**src/rtl/onchip_frame_reader.sv**
```systemverilog
// onchip_frame_reader: Avalon-MM read master that streams LEN words from on-chip
// RAM (read latency 1) as a single Avalon-ST packet through a small output FIFO.
module onchip_frame_reader #(
  parameter int ADDR_W     = 18,
  parameter int DATA_W     = 32,
  parameter int LEN_W      = 18,
  parameter int MEM_WORDS  = 163840,
  parameter int FIFO_DEPTH = 4
) (
  input  logic              clk,
  input  logic              reset_n,
  input  logic              start,
  input  logic [ADDR_W-1:0] base_addr,
  input  logic [LEN_W-1:0]  length,
  output logic              busy,
  output logic              done,
  output logic [ADDR_W-1:0] mem_address,
  output logic              mem_chipselect,
  output logic [3:0]        mem_byteenable,
  output logic              mem_clken,
  input  logic [DATA_W-1:0] mem_readdata,
  output logic [DATA_W-1:0] src_data,
  output logic              src_valid,
  input  logic              src_ready,
  output logic              src_sop,
  output logic              src_eop
);

  localparam int PTR_W = (FIFO_DEPTH > 1) ? $clog2(FIFO_DEPTH) : 1;
  localparam int CNT_W = PTR_W + 1;
  localparam logic [ADDR_W-1:0] LAST_ADDR = ADDR_W'(MEM_WORDS - 1);

  typedef enum logic [1:0] {
    S_IDLE,
    S_READ,
    S_DRAIN
  } state_e;

  state_e              state_q;
  logic                busy_q;
  logic                done_q;
  logic                cs_q;
  logic                rvalid_q;
  logic [ADDR_W-1:0]   addr_q;
  logic [ADDR_W-1:0]   next_q;
  logic [LEN_W-1:0]    remain_q;
  logic [LEN_W-1:0]    len_q;
  logic [LEN_W-1:0]    beat_q;

  logic [DATA_W-1:0]   fifo_mem_q [FIFO_DEPTH];
  logic [PTR_W-1:0]    wr_ptr_q;
  logic [PTR_W-1:0]    rd_ptr_q;
  logic [CNT_W-1:0]    count_q;

  logic                fifo_empty;
  logic                beat_fire;
  logic                last_beat;
  logic                push;
  logic                pop;
  logic [CNT_W:0]      used;
  logic                credit_ok;

  function automatic logic [ADDR_W-1:0] wrap_inc(input logic [ADDR_W-1:0] a);
    return (a == LAST_ADDR) ? '0 : a + ADDR_W'(1);
  endfunction

  assign busy           = busy_q;
  assign done           = done_q;
  assign mem_address    = addr_q;
  assign mem_chipselect = cs_q;
  assign mem_byteenable = 4'hF;
  assign mem_clken      = 1'b1;

  // Stream head: when the FIFO is empty the word returning from RAM is offered
  // directly, so first data appears the cycle after chipselect; if it is not
  // taken it is pushed and re-offered unchanged from the FIFO head.
  always_comb begin
    fifo_empty = (count_q == '0);
    src_valid  = !fifo_empty || rvalid_q;
    src_data   = fifo_empty ? mem_readdata : fifo_mem_q[rd_ptr_q];
    beat_fire  = src_valid && src_ready;
    last_beat  = (beat_q == (len_q - LEN_W'(1)));
    src_sop    = src_valid && (beat_q == '0);
    src_eop    = src_valid && last_beat;
    pop        = beat_fire && !fifo_empty;
    push       = rvalid_q && !(beat_fire && fifo_empty);
    // Words issued but not yet delivered: queued + returning + being issued.
    used       = (CNT_W+1)'(count_q) + (CNT_W+1)'(rvalid_q) + (CNT_W+1)'(cs_q);
    credit_ok  = (used < (CNT_W+1)'(FIFO_DEPTH));
  end

  // FIFO storage; contents need no reset since pointers define validity.
  always_ff @(posedge clk) begin
    if (push) begin
      fifo_mem_q[wr_ptr_q] <= mem_readdata;
    end
  end

  // FIFO pointers and occupancy.
  always_ff @(posedge clk or negedge reset_n) begin
    if (!reset_n) begin
      wr_ptr_q <= '0;
      rd_ptr_q <= '0;
      count_q  <= '0;
    end else begin
      if (push) wr_ptr_q <= wr_ptr_q + PTR_W'(1);
      if (pop)  rd_ptr_q <= rd_ptr_q + PTR_W'(1);
      count_q <= count_q + CNT_W'(push) - CNT_W'(pop);
    end
  end

  // Transfer FSM with read issue, beat counting and registered status outputs.
  always_ff @(posedge clk or negedge reset_n) begin
    if (!reset_n) begin
      state_q  <= S_IDLE;
      busy_q   <= 1'b0;
      done_q   <= 1'b0;
      cs_q     <= 1'b0;
      rvalid_q <= 1'b0;
      addr_q   <= '0;
      next_q   <= '0;
      remain_q <= '0;
      len_q    <= '0;
      beat_q   <= '0;
    end else begin
      done_q   <= 1'b0;
      cs_q     <= 1'b0;
      rvalid_q <= cs_q;
      if (beat_fire) begin
        beat_q <= last_beat ? '0 : beat_q + LEN_W'(1);
      end
      case (state_q)
        S_IDLE: begin
          if (start) begin
            if (length != '0) begin
              // First read is issued on the accepting edge; FIFO is empty here.
              busy_q   <= 1'b1;
              cs_q     <= 1'b1;
              addr_q   <= base_addr;
              next_q   <= wrap_inc(base_addr);
              remain_q <= length - LEN_W'(1);
              len_q    <= length;
              state_q  <= (length == LEN_W'(1)) ? S_DRAIN : S_READ;
            end else begin
              done_q <= 1'b1;
            end
          end
        end
        S_READ: begin
          if (credit_ok) begin
            cs_q     <= 1'b1;
            addr_q   <= next_q;
            next_q   <= wrap_inc(next_q);
            remain_q <= remain_q - LEN_W'(1);
            if (remain_q == LEN_W'(1)) begin
              state_q <= S_DRAIN;
            end
          end
        end
        S_DRAIN: begin
          if (beat_fire && last_beat) begin
            state_q <= S_IDLE;
            busy_q  <= 1'b0;
            done_q  <= 1'b1;
          end
        end
        default: state_q <= S_IDLE;
      endcase
    end
  end

endmodule

```
**config.mk**
```make
export PLATFORM = sky130hd
export DESIGN_NAME = onchip_frame_reader
export DESIGN_NICKNAME = d
export VERILOG_FILES = /design/src/rtl/onchip_frame_reader.sv
export SDC_FILE = /design/constraint.sdc
export NUM_CORES = 1
export LEC_CHECK = 0
export ABC_CLOCK_PERIOD_IN_PS = 2900
export CAP_MARGIN = 40
export CORE_MARGIN = 8
export CORE_UTILIZATION = 40
export CTS_BUF_LIST = sky130_fd_sc_hd__clkbuf_2 sky130_fd_sc_hd__clkbuf_4 sky130_fd_sc_hd__clkbuf_8
export DETAILED_ROUTE_END_ITERATION = 7
export GPL_TIMING_DRIVEN = 0
export HOLD_SLACK_MARGIN = 0.05
export PLACE_DENSITY_LB_ADDON = 0.25
export SETUP_SLACK_MARGIN = 0.2
export SLEW_MARGIN = 10
export SYNTH_ARGS = -nofsm -noshare
export SYNTH_HDL_FRONTEND = slang
export SYNTH_SLANG_ARGS = --single-unit
export TNS_END_PERCENT = 10
```
**constraint.sdc**
```tcl
create_clock -name clk -period 2.9 [get_ports clk]
set_clock_uncertainty 0.1 [all_clocks]
set_input_delay 0.58 -clock clk [delete_from_list [all_inputs] [get_ports clk]]
set_output_delay 0.58 -clock clk [all_outputs]
set_load 0.01 [all_outputs]
```
==> out/metrics.yaml <==
maxSlewHeadroom_pct: 47.96
slew_violations: 0
worstSetupStartpointType: "flip-flop"
dp_hpwl_mm: 20.85
cts_tree: "built"
peakVddDrop_v: 0.0003104
fin_cells: 1659
top_usage_layer: "met2"
p_leak_nw: 5.999
avgRoutedWirePerCell_um: 18.40
synth-seq-cells: 231
die_w_um: 186.5
clkLatencyLatePin_ps: 540
die_area_um2: 34800
grt_pass1_vias: 9185
regArea_um2: 6424
ys_async_sr_fraction_pct: 44.59
synth_area_um2: 11630
setup_viol: 15
drt_iter0_drc: 483
gp_congestion: 0.8779
grt_pass1_wl_mm: 49.45
antenna_found_initial: 0
grt_max_degree: 82
period_needed_ps: 3559
rows: 62
drive_above_1_share_pct: 23.14
totalWireLength_mm: 30.52
port_buffers: 127
first_pass_iters: 5
violations: "setup timing"
yosysWarningCount: 0
core-area_um2: 28700
fin_setup_tns_ps: -1553
dpl.cell_count: 1564
rsz0062_at_grt: "yes"
ys_seq_area_share_pct: 55.19
hold_viol: 0
synth_edf_count: 128
switching_share_pct: 21.74
area_growth_pct: 29.00
cts_max_level: 2
synthDominantCellAreaShare_pct: 33.04
status: "finished, violations left"
hp-class: "input pin to flip-flop"
clkTransAtPathRegs_ps: 60
clkPwrFrac_pct: 43.4
final_nets: 1339
initial_utilization_pct: 40.53
die_h_um: 186.5
timing.final.ws_setup_ps: -658.7
yosys.cell_types.count: 80
critical_path_arrival_ps: 2880
synth.area.top_cells: "edfxtp_1, dfrtp_1, mux4_2"
pin_count: 133
drc: 0
power_density_nw_per_um2: 449.1
use_met1_pct: 22.32
power.total_mw: 6.739
tightest_slew_ps: 773.5
avgSynthCellArea_um2: 11.19
root_buffer: "clkbuf_8"
finalCritPeriodShare_pct: 122.7
viasPerCell: 5.345
use_met2_pct: 28.93
required_ps: 2220
multi_input_comb_area_um2: 5105
netSwitchingPower_mw: 1.465
grt.met3_usage_pct: 3.393
intPower_mw: 5.274
combPwrFrac_pct: 5.0
synth_area_leader_cell: "edfxtp_1"
path_class: "flip-flop to output pin"
syn_inst: 1040
grt_use_total_pct: 17.23
critPathMaxFanout: 4
end_kind: "output pin"
max_freq_mhz: 281.0
seqPwrFrac_pct: 51.6
via_count: 8867
synth_top_flop_cell: "edfxtp_1"
n_antenna_cell: 0
drt.antenna.violating_nets: 0
cts_max_path_buffers: 3
gr-total-overflow: 0
cts_buffers: 41
clkSinkCount: 231
cap_violations: 0
fillCellCount: 2576
-- worst paths after layout --
path,start,to,slack (ps),cells past startpoint
min reg2reg,mem_chipselect,rvalid_q,400,0
min in group asynchronous,reset_n,mem_address[12],370,2
max reg2reg,len_q[1],beat_q[9],-90,12
max in group asynchronous,reset_n,count_q[1],1630,3
max,len_q[1],src_eop,-660,8
min,length[10],len_q[10],290,2
-- routing by layer --
metal / part of all wire (%) / vias to the layer above
li1: - / 4189
met1: 44 / 4381
met5: 0 / -
met2: 48 / 247
met4: 1.7 / 0
met3: 5.8 / 50
-- synth_stat cells, types with 10 or more instances --
library cell,count
nor4_1,11
edfxtp_1,128
and3_1,12
o21ai_0,51
nand3_1,28
a31oi_1,19
nand2_1,188
ha_1,17
xor2_1,34
mux4_2,32
mux2_2,16
or3_1,10
nand4_1,11
dfrtp_1,103
inv_1,27
a21oi_1,48
nor3_1,18
xnor2_1,34
nor2_1,76
clkbuf_1,41
-- registers in the layout, indices dropped and copies added, names as in the netlist --
signal,cells
mem_address,18
done,1
next_q,18
fifo_mem_q,128
count_q,3
state_q,2
wr_ptr_q,2
remain_q,18
beat_q,18
busy,1
rvalid_q,1
len_q,18
mem_chipselect,1
rd_ptr_q,2
-- what timing repair did --
action | in CTS | in global routing
endpoints found under the setup margin | 126 | 113
pin swaps | 39 | 38
cloned | 1 | 1
hold buffers | 1 | 0
endpoints found under the hold margin | 22 | 0
setup buffers | 17 | 6
gates resized for setup | 235 | 70
-- power groups by stage --
stage | registers [mW] | logic, mW | clock network (mW)
after global placement | 3.54 | 0.341 | 0
after floorplan | 3.54 | 0.0985 | 0
after CTS | 3.48 | 0.334 | 3.02
after detailed placement | 3.54 | 0.352 | 0
final | 3.48 | 0.339 | 2.92
after global routing | 3.47 | 0.373 | 3.16
-- critical path: stages (launching register included) --
cell and delay (ps):
dfrtp_1 410, buf_4 160, nor4_4 330, nand4_4 150, or4_4 460, a2111oi_4 310, o2111a_2 280, and2_4 150
buf_6 90
-- cell type report --
type,instances,share of cell area [%]
sequential,231,42.80
multi-input combinational,728,34.02
timing repair buffer,162,11.01
clock buffer,63,5.028
tap,384,3.202
buffer,57,3.043
inverter,28,0.7004
clock inverter,6,0.2001
-- metrics by stage --
stage          setup WS, ps  utilization [%]  instance area, µm²  hold WS [ps]
6_report             -658.7            52.28               15010         286.2
5_1_grt              -751.9            52.28               15010         275.6
4_1_cts              -682.5            51.41               14760         341.4
3_5_place_dp          -1082            47.37               13600         354.1
3_3_place_gp          -3055            46.76               13420         386.5
2_1_floorplan        -56.13                -               11670         184.4
-- placed cells by master, fill, tap and decap left out, types with 11 or more instances in the layout --
cell and count:
inv_1 24, xnor2_1 34, ha_1 15, buf_2 23, clkbuf_1 19, dfrtp_1 101
a21oi_1 45, mux2_2 16, a31oi_1 18, buf_4 22, clkdlybuf4s50_1 82, edfxtp_1 128
mux4_2 32, nor2_1 72, nand2_2 16, clkbuf_4 24, buf_6 16, nand2_1 169
clkbuf_8 52, nor3_1 17, nand3_1 28, o21ai_0 51, xor2_1 34, nand4_1 11
and3_1 12
-- kinds of logic (layout without fill, tap and decap cells) --
group | after synthesis | count (layout) | synth area share, %
AND/OR/NAND/NOR | 410 | 410 | 16.81
other | 1 | 5 | 0.03223
flip-flops | 231 | 231 | 55.19
adder cells (fa/ha/maj) | 18 | 18 | 2.000
multiplexers | 49 | 49 | 7.830
AO/OA/AOI/OAI | 177 | 177 | 9.669
buffers and inverters | 85 | 316 | 3.151
XOR/XNOR | 69 | 69 | 5.313
No activity file was read; power rests on OpenSTA's default activity.
